`src/rtl/digitalclock_timekeeper.sv`:
```
// digitalclock_timekeeper
//   Timekeeping datapath for the digital clock. Divides clk down to a 1 s
//   tick, runs the seconds -> minutes -> hours chain with carries, lets the
//   user bump hours or minutes with a debounced button while a set mode is
//   active, and produces a blink strobe for the digits being edited.
//
// Parameters
//   CLKS_PER_SEC  clk cycles per second; must be >= 2 and even so that the
//                 blink half-period (CLKS_PER_SEC/2) is a whole number.
//
// Ports
//   clk          in   system clock, rising edge
//   reset        in   synchronous, active-high
//   set_hours    in   hours-set mode request (wins over set_minutes)
//   set_minutes  in   minutes-set mode request
//   inc          in   increment button level (synchronised, debounced)
//   hours        out  0..23
//   minutes      out  0..59
//   seconds      out  0..59
//   sec_tick     out  one-cycle pulse per elapsed second, RUN only
//   blink        out  blink strobe, low outside set modes
module digitalclock_timekeeper #(
  parameter int CLKS_PER_SEC = 50_000_000
) (
  input  logic       clk,
  input  logic       reset,
  input  logic       set_hours,
  input  logic       set_minutes,
  input  logic       inc,
  output logic [4:0] hours,
  output logic [5:0] minutes,
  output logic [5:0] seconds,
  output logic       sec_tick,
  output logic       blink
);

  localparam int PRESC_W   = $clog2(CLKS_PER_SEC);
  localparam int HALF_SEC  = CLKS_PER_SEC / 2;
  localparam int BLINK_W   = (HALF_SEC > 1) ? $clog2(HALF_SEC) : 1;

  localparam logic [PRESC_W-1:0] PRESC_MAX = PRESC_W'(CLKS_PER_SEC - 1);
  localparam logic [BLINK_W-1:0] BLINK_MAX = BLINK_W'(HALF_SEC - 1);

  typedef enum logic [1:0] {
    RUN   = 2'd0,
    SET_H = 2'd1,
    SET_M = 2'd2
  } mode_t;

  mode_t              mode;
  logic [PRESC_W-1:0] prescaler;
  logic [BLINK_W-1:0] blink_cnt;
  logic               inc_q;
  logic               inc_rise;
  logic               sec_wrap;
  logic               min_wrap;

  // Modulo-24 increment for the hours field.
  function automatic logic [4:0] inc_mod24(input logic [4:0] v);
    return (v == 5'd23) ? 5'd0 : v + 5'd1;
  endfunction

  // Modulo-60 increment shared by minutes and seconds.
  function automatic logic [5:0] inc_mod60(input logic [5:0] v);
    return (v == 6'd59) ? 6'd0 : v + 6'd1;
  endfunction

  // set_hours has priority when both set requests are asserted.
  always_comb begin
    mode = RUN;
    if (set_hours)
      mode = SET_H;
    else if (set_minutes)
      mode = SET_M;
  end

  // Only a 0->1 transition of the button counts, so a held button (including
  // one already held when a set mode is entered) gives no further increments.
  assign inc_rise = inc & ~inc_q;
  assign sec_wrap = (seconds == 6'd59);
  assign min_wrap = (minutes == 6'd59);

  always_ff @(posedge clk) begin
    if (reset)
      inc_q <= 1'b0;
    else
      inc_q <= inc;
  end

  // Prescaler and second tick. Outside RUN the prescaler is held at zero so
  // the first tick after leaving a set mode arrives a full second later.
  always_ff @(posedge clk) begin
    if (reset) begin
      prescaler <= '0;
      sec_tick  <= 1'b0;
    end else if (mode == RUN) begin
      if (prescaler == PRESC_MAX) begin
        prescaler <= '0;
        sec_tick  <= 1'b1;
      end else begin
        prescaler <= prescaler + PRESC_W'(1);
        sec_tick  <= 1'b0;
      end
    end else begin
      prescaler <= '0;
      sec_tick  <= 1'b0;
    end
  end

  // Time counters. In RUN every carry resolves on the tick edge itself, so
  // 23:59:59 rolls straight to 00:00:00. In set modes only the selected field
  // moves and it wraps on its own without carrying.
  always_ff @(posedge clk) begin
    if (reset) begin
      hours   <= 5'd0;
      minutes <= 6'd0;
      seconds <= 6'd0;
    end else begin
      case (mode)
        SET_H: begin
          seconds <= 6'd0;
          if (inc_rise)
            hours <= inc_mod24(hours);
        end
        SET_M: begin
          seconds <= 6'd0;
          if (inc_rise)
            minutes <= inc_mod60(minutes);
        end
        default: begin
          if (prescaler == PRESC_MAX) begin
            seconds <= inc_mod60(seconds);
            if (sec_wrap) begin
              minutes <= inc_mod60(minutes);
              if (min_wrap)
                hours <= inc_mod24(hours);
            end
          end
        end
      endcase
    end
  end

  // Blink strobe. RUN parks the counter and strobe at zero, which is what
  // makes every set-mode entry start in the same phase; moving between the
  // two set modes does not pass through RUN, so the phase carries over.
  always_ff @(posedge clk) begin
    if (reset) begin
      blink_cnt <= '0;
      blink     <= 1'b0;
    end else if (mode == RUN) begin
      blink_cnt <= '0;
      blink     <= 1'b0;
    end else if (blink_cnt == BLINK_MAX) begin
      blink_cnt <= '0;
      blink     <= ~blink;
    end else begin
      blink_cnt <= blink_cnt + BLINK_W'(1);
    end
  end

endmodule

```
`config.mk`:
```
export PLATFORM = sky130hd
export DESIGN_NAME = digitalclock_timekeeper
export DESIGN_NICKNAME = d
export VERILOG_FILES = /design/src/rtl/digitalclock_timekeeper.sv
export SDC_FILE = /design/constraint.sdc
export NUM_CORES = 1
export LEC_CHECK = 0
export CORE_AREA = 10 10 96 98
export CTS_CLUSTER_SIZE = 16
export DETAILED_ROUTE_END_ITERATION = 7
export DIE_AREA = 0 0 106 108
export GPL_ROUTABILITY_DRIVEN = 0
export PLACE_DENSITY = 0.63
export SETUP_SLACK_MARGIN = 0.1
export SYNTH_ARGS = -nofsm -noshare
export SYNTH_HDL_FRONTEND = slang
export SYNTH_SLANG_ARGS = --single-unit
```
`constraint.sdc`:
```
create_clock -name clk -period 5.5 [get_ports clk]
set_input_delay 1.1 -clock clk [delete_from_list [all_inputs] [get_ports clk]]
set_output_delay 1.1 -clock clk [all_outputs]
set_load 0.01 [all_outputs]
```
After elaboration in Yosys (flattened, before gate mapping)
Index checks and enable logic that the tools add are counted.
W data, S select, Z words.
{ "classes": {"reduce_logical": 13, "eq_ne": 9, "n_addsub": 5, "n_bitwise": 6, "mux": 15} }
{ "ops": {"columns": ["op", "n"], "rows": [
  ["$mux W6", 5],
  ["$add A26 B1 Y26 const B", 1],
  ["$eq A26 B26 Y1 const B", 1],
  ["$add A25 B1 Y25 const B", 1],
  ["$eq A25 B25 Y1 const B", 1],
  ["$mux W5", 5],
  ["$add A6 B1 Y6 const B", 2],
  ["$eq A6 B6 Y1 const B", 2],
  ["$pmux W6 S2", 1],
  ["$pmux W5 S2", 1],
  ["$reduce_bool A2 Y1", 5],
  ["$reduce_or A3 Y1", 3],
  ["$add A5 B1 Y5 const B", 1],
  ["$eq A5 B5 Y1 const B", 1],
  ["$not A1 Y1", 5],
  ["$reduce_and A5 Y1", 1],
  ["$mux W2", 2],
  ["$ne A2 B2 Y1 const B", 2],
  ["$reduce_and A4 Y1", 1],
  ["$reduce_or A2 Y1", 2],
  ["$eq A2 B1 Y1 const B", 1],
  ["$eq A2 B2 Y1 const B", 1],
  ["$logic_not A2 Y1", 1],
  ["$and A1 B1 Y1", 1],
  ["$mux W1", 1]
]} }
{ "totals": {"reg_bits": 71, "input_bits": 5, "output_inout_bits": 19} }

Logic depth before layout (Yosys ltp)
Gate-level depths: netlist (run 1).
{ "depth": {"depth_word": 6, "ltp_mapped": 9, "mapped_depth_nobuf": 7} }

Least setup slack after synthesis (run 1)
No wires, ideal clock.
{ "synth_path": {"kind": "input-to-reg", "startpoint": "in set_minutes", "endpoint": "reg hours[4]", "slack_ps": 3363, "arrival_time_ps": 2015, "required_ps": 5379, "cell_stages": 5, "cell_sequence": "nor2_1 nand2_1 o21ai_4 nand3_2 mux2_4"} }
{ "synth_between": {"elab_chain_len": 5} }
{ "synth_rtl": {"columns": ["item", "line", "rtl"], "rows": [
  ["start, declared", "28", "input logic set_minutes,"],
  ["$mux W2 *", "73", "else if (set_minutes)"],
  ["$mux W2 *", "71", "if (set_hours)"],
  ["$eq A2 B1 Y1 / $eq A2 B2 Y1 (equally long branches)", "119", "case (mode)"],
  ["$ne A2 B2 Y1 (no line) (tied with other cells)", null, null],
  ["$reduce_and A5 Y1 (no line)", null, null],
  ["end signal, assigned", "123", "hours <= inc_mod24(hours);"],
  ["end signal, assigned", "136", "hours <= inc_mod24(hours);"],
  ["end, declared", "30", "output logic [4:0] hours,"]
]} }
Mark *: on every way between the ends. The rest lies on a longest branch, timed or not.
A chain may end at the register's enable or synchronous reset.

Worst setup path in the final report (run 1)
{ "layout_path": {"startpoint": "in reset", "endpoint": "reg prescaler[15]"} }
{ "layout_between": {"elab_chain_len": 1} }
{ "layout_rtl": {"columns": ["item", "line", "rtl"], "rows": [
  ["start, declared", "26", "input logic reset,"],
  ["$reduce_or A3 Y1 (no line)", null, null],
  ["end signal, assigned", "101", "prescaler <= prescaler + PRESC_W'(1);"],
  ["end, declared", "51", "logic [PRESC_W-1:0] prescaler;"]
]} }
No other way between the ends.

==> summary.txt, run 1 <==
Clock network
  • H-Tree Depth: 3
  • Setup Fix Bufs, Post-CTS: 0
  • Worst skew pair latency: 0.34 ns
  • Clk buf depth: 2
  • Root buffer cell: clkbuf_8
  • TritonCTS clock tree: yes
  • Hold Buf Count CTS: 0
  • # resized after CTS: 0
  • Total CTS buffers: 9
  • Worst-path clk slew: 0.07 ns
  • Clock Sinks: 71

Synth
  • Post-synthesis sequential area ratio: 0.448
  • Area leader, netlist: dfxtp_1
  • Synth top cells by count: dfxtp_1 (71), nor2_1 (67), xor2_1 (38)
  • Syn_nets: 366
  • Mapped cell area: 3180 sq um
  • Post-synthesis register bit count: 71
  • Syn avg cell area: 8.92 sq um
  • Post-synth EDFFs: 0
  • Netlist cell types: 48
  • Post-synth top area share: 0.448
  • Most common cell in the netlist: dfxtp_1
  • Synth warn: 0
  • Most common flop cell mapped by yosys: dfxtp_1
  • Area contributors post-synth: dfxtp_1 (45%), xor2_1 (10%), nor2_1 (7.9%)
  • Async set or reset register ratio after synthesis: 0
  • Post-Syn Instances: 356

STA
  • Tmin final: ~2.8 ns
  • Clock skew: 0.00938 ns
  • Final Hold Viols: 0
  • Rel. slew slack: 0.430
  • Worst-Margin Slew: 0.855 ns
  • Final setup viols: 0
  • F_max: 0.354 GHz
  • Final period util: 0.514
  • RSZ-0062 raised after global routing: false
  • Setup_tns: 0 ns
  • Hold_ws: 0.466 ns
  • Max-slew violations: 0
  • PnR worst setup slack: 2.67 ns

Power
  • Proportion of power drawn by the clock network: 0.393
  • LEAKAGE: 1.19 nW
  • Cell Int Power: 0.000690 W
  • Sw Pwr: 0.000206 W
  • Flop pwr share: 0.580
  • Sw Share: 0.230
  • Power per Cell Area: 245 nW/um^2
  • Peak VDD IR: 0.159 mV
  • Logic pwr share: 0.027

Floorplanning
  • Die H: 108 microns
  • Starting Density: 0.426
  • Io pins: 24
  • Num rows: 32
  • Die width: 106 microns
  • Total core area: approximately 7400 sq um
  • Die Footprint: between 10000 and 15000 sq um

Setup path
  • Setup crit start: reset
  • Crit path max fanout: 25
  • Worst reg2reg startpoint: blink_cnt[0]
  • Worst Setup End Kind: flip-flop
  • WS Path Type: in -> reg
  • CP Data Arrival Time: about 3 ns
  • Crit path required time: 5.76 ns
  • CP startpoint kind: input port

Worst hold path
  • Hold Path Class: reg -> reg
  • Hold path startpoint: prescaler[0]

Global route
  • Pin count of the biggest net entering global routing: 26
  • Vias in the first global route: 2331
  • Initial antenna violation count: 0
  • Global Route Usage Sum: 0.110
  • Congestion Overflow GR: 0
  • First-pass GRT wire length: 10.4 mm

Placement
  • Place WS: 2.32 ns
  • Port Buf Inserts: 23
  • Placed insts: approximately 470
  • Post-DP HPWL: 4.23 mm

Finish
  • Layout cells sized above 1: 0.0777
  • Antenna diode count: 0
  • Layout area overhead: 15.0%
  • Non-filler instance count after layout: 488
  • Layout Nets: around 400

Route
  • Detailed-route via count: approximately 2.4k
  • Total wire length: 5.92 mm
  • Vias per cell: about 5.0
  • Initial drt markers: 52
  • Remaining DRCs: 0
  • Drt pass-1 iters: 4
  • DRT antenna net count: 0
  • Routed WL per cell: between 10 and 15 microns

Outcome
  • Status: completed

Job
  • Max cap viols: 0
[cells by family (layout without fill, tap and decap cells)]
family | count (synthesis) | count (layout) | share of synthesized area
adder cells (fa/ha/maj) | 5 | 5 | 0.0197
AND/OR/NAND/NOR | 190 | 190 | 0.311
buffers and inverters | 15 | 45 | 0.0232
flip-flops | 71 | 71 | 0.448
AO/OA/AOI/OAI | 21 | 21 | 0.0473
XOR/XNOR | 52 | 52 | 0.143
multiplexers | 2 | 2 | 0.00788
[path summary, 6_finish.rpt]
check,end,slack (ns),depth (start not counted)
max,prescaler[15],2.67,4
min,prescaler[0],0.47,1
max reg2reg,blink_cnt[12],2.98,6
min reg2reg,prescaler[0],0.47,1
[power groups by stage]
stage | clock, W | sequential, W | combinational, W
finish | 0.000352 | 0.000520 | 0.0000242
global route | 0.000389 | 0.000520 | 0.0000284
CTS | 0.000367 | 0.000520 | 0.0000247
detailed placement | 0 | 0.000532 | 0.0000245
global placement | 0 | 0.000532 | 0.0000243
floorplan | 0 | 0.000532 | 0.0000157
[layout by cell type (no fill, tap or decap), types with 2 or more instances in the layout]
master and instances:
dfxtp_1 71, nor2_1 67, xor2_1 38, nand2_1 32, nand3_1 23, clkdlybuf4s50_1 23, nand4_1 19, xnor2_1 14
nor3_1 9, clkbuf_8 9, nor2b_1 6, a21oi_1 6, and3_1 5, inv_1 5, ha_1 5, and4_1 4
o21ai_0 4, or3_1 4, and4_4 2, nand3b_1 2, or4_1 2, nor4b_1 2, nor4_1 2, clkbuf_1 2
clkinv_4 2, clkinv_2 2
[per-layer routing]
layer	global-route usage	up-vias	share of wire
met2	0.181	22	0.47
met1	0.127	1145	0.48
met3	0.0476	7	0.044
met5	0	-	0
met4	0.0348	0	0.010
li1	-	1270	-
[final cells by class]
class / instances / area [sq um]
Inverter: 5 / 18.8
Clock inverter: 5 / 35.0
Sequential cell: 71 / 1420
Clock buffer: 11 / 131
Timing Repair Buffer: 24 / 238
Tap cell: 102 / 128
Fill cell: 742 / 3790
Multi-Input combinational cell: 270 / 1680
[sequential cells by signal (all words and copies together), names as in the netlist]
signal,cells
prescaler,26
blink_cnt,25
inc_q,1
hours,5
seconds,6
minutes,6
blink,1
sec_tick,1
[worst max-delay path, stage by stage]
cell and delay, ns:
clkdlybuf4s50_1 0.68, nor3_1 0.46, nand2_1 0.60, nor2_1 0.25
[per-stage QoR]
stage	total power [W]	util	instance area (sq um)
floorplan	0.000547	-	3180
global placement	0.000556	0.468	3490
detailed placement	0.000556	0.468	3490
CTS	0.000911	0.490	3650
global route	0.000938	0.490	3650
finish	0.000896	0.490	3650
Power figures use the tool's default switching activity.
==> inputs of run 2 (changes only) <==
--- a/config.mk
+++ b/config.mk
@@ -10,7 +10,7 @@
 export DETAILED_ROUTE_END_ITERATION = 7
 export DIE_AREA = 0 0 106 108
 export GPL_ROUTABILITY_DRIVEN = 0
-export PLACE_DENSITY = 0.63
+export PLACE_DENSITY = 0.66
 export SETUP_SLACK_MARGIN = 0.1
 export SYNTH_ARGS = -nofsm -noshare
 export SYNTH_HDL_FRONTEND = slang
==> constraint.sdc (replaced) <==
create_clock -name clk -period 2.3 [get_ports clk]
set_input_delay 0.46 -clock clk [delete_from_list [all_inputs] [get_ports clk]]
set_output_delay 0.46 -clock clk [all_outputs]
set_load 0.01 [all_outputs]
==> summary.txt, run 2 (synthesis gave the netlist of run 1 again) <==
Finish
  • Layout area overhead: 18.7%
  • Non-filler instance count after layout: slightly below 500
  • Layout cells sized above 1: 0.106
  • Max reg flops: 26
  • Biggest register: prescaler
  • Layout Nets: 400
  • Most frequent cells in the layout: dfxtp_1 (71), nor2_1 (67), xor2_1 (38)
  • Leading cell type in the layout, fill and taps excluded: dfxtp_1
  • Antenna diode count: 0
  • Final Util: 0.506
  • Regs by FF count: prescaler (26), blink_cnt (25)

Outcome
  • Status: completed

Placement
  • Post-DP HPWL: between 4 and 5 mm
  • Port Buf Inserts: 23
  • Placed insts: 481

Setup path
  • CP cell instances: ha_1, and3_1, buf_4, nand2_1, or4_4, or3_1, a21oi_1
  • Crit path required time: 2.57 ns
  • Worst Setup End Kind: flip-flop
  • Slowest-stage cell, CP: or4_4
  • Max incr delay on CP: 0.49 ns
  • CP Buf/Inv Count: 1
  • Crit path max fanout: 7
  • CP top delay family: simple AND/OR/NAND/NOR gates
  • WS Path Type: reg -> reg
  • CP Data Arrival Time: roughly 2.3 ns
  • CP startpoint kind: flip-flop

Global route
  • Pin count of the biggest net entering global routing: 26
  • Congestion Overflow GR: 0
  • First-pass GRT wire length: about 10 mm
  • Vias in the first global route: about 2.4k
  • Initial antenna violation count: 0
  • Global Route Usage Sum: 0.110

Route
  • Vias per cell: 4.93
  • DRT antenna net count: 0
  • Total wire length: 5.93 mm
  • Initial drt markers: 94
  • Remaining DRCs: 0
  • Detailed-route via count: ~2.5k
  • Routed WL per cell: 11.9 microns
  • Drt pass-1 iters: 4

Clock network
  • Setup Fix Bufs, Post-CTS: 0
  • Total CTS buffers: 9
  • TritonCTS clock tree: yes
  • Root buffer cell: clkbuf_8
  • Worst-path clk slew: 0.07 ns
  • Clk buf depth: 2
  • Hold Buf Count CTS: 0
  • Clock Sinks: 71
  • Worst skew pair latency: 0.34 ns
  • H-Tree Depth: 3
  • # resized after CTS: 0

STA
  • Max-slew violations: 0
  • RSZ-0062 raised after global routing: false
  • Hold_ws: 0.468 ns
  • F_max: 0.492 GHz
  • Setup_tns: 0 ns
  • Worst-Margin Slew: between 0.5 and 0.6 ns
  • Final Hold Viols: 0
  • Clock skew: 0.00590 ns
  • Rel. slew slack: 0.647
  • Final period util: 0.883
  • Tmin final: 2.03 ns
  • Final setup viols: 0

Power
  • Peak VDD IR: 0.328 mV
  • LEAKAGE: 1.25 nW
  • Power per Cell Area: 585 nW/um^2

Floorplanning
  • Starting Density: 0.426
  • Die Footprint: 11400 sq um
  • Io pins: 24
  • Die H: 108 microns
  • Num rows: 32
  • Die width: 106 microns
  • Total core area: ~7400 sq um

Worst hold path
  • Hold Path Class: reg -> reg

Job
  • Max cap viols: 0
==> run 2: cell types whose count changed in the layout (fill, tap and decap cells not counted), moves of 2 or more <==
cell / change
clkinv_4: -2
buf_4: +7
buf_12: +2
clkbuf_8: +2
==> run 2: metal layers <==
layer | global-route usage | share of wire | up-vias
met5 | 0 | 0 | -
met4 | 0.0416 | 0.0088 | 0
met3 | 0.0410 | 0.035 | 7
met2 | 0.180 | 0.47 | 21
met1 | 0.128 | 0.48 | 1132
li1 | - | - | 1290
==> run 2: metrics by stage <==
| stage | power [W] | cell area (sq um) | setup WS, ns |
|---|---|---|---|
| 2_1_floorplan | 0.00131 | 3180 | 0.241 |
| 3_3_place_gp | 0.00134 | 3580 | 0.198 |
| 3_5_place_dp | 0.00134 | 3580 | 0.153 |
| 4_1_cts | 0.00224 | 3750 | 0.198 |
| 5_1_grt | 0.00230 | 3770 | 0.119 |
| 6_report | 0.00221 | 3770 | 0.269 |
==> run 2: where the power goes <==
group           total, W  internal [W]  switching (W)
registers        0.00124       0.00124     0.00000710
logic          0.0000713     0.0000321      0.0000393
clock network   0.000890      0.000448       0.000443
total            0.00221       0.00172       0.000489
==> run 2: final cells by class <==
| class | count | area (sq um) |
|---|---|---|
| Sequential cell | 71 | 1420 |
| Multi-Input combinational cell | 270 | 1700 |
| Clock buffer | 13 | 159 |
| Timing Repair Buffer | 33 | 330 |
| Tap cell | 102 | 128 |
| Clock inverter | 3 | 17.5 |
| Inverter | 5 | 18.8 |
| Fill cell | 739 | 3680 |
==> run 2: path summary, 6_finish.rpt <==
path | from | to | slack, ns | depth (start not counted)
worst max-delay path | prescaler[0] | seconds[3] | 0.27 | 7
worst min-delay path | blink_cnt[0] | blink_cnt[0] | 0.47 | 1
worst max register to register | prescaler[0] | seconds[3] | 0.27 | 7
worst min register to register | blink_cnt[0] | blink_cnt[0] | 0.47 | 1
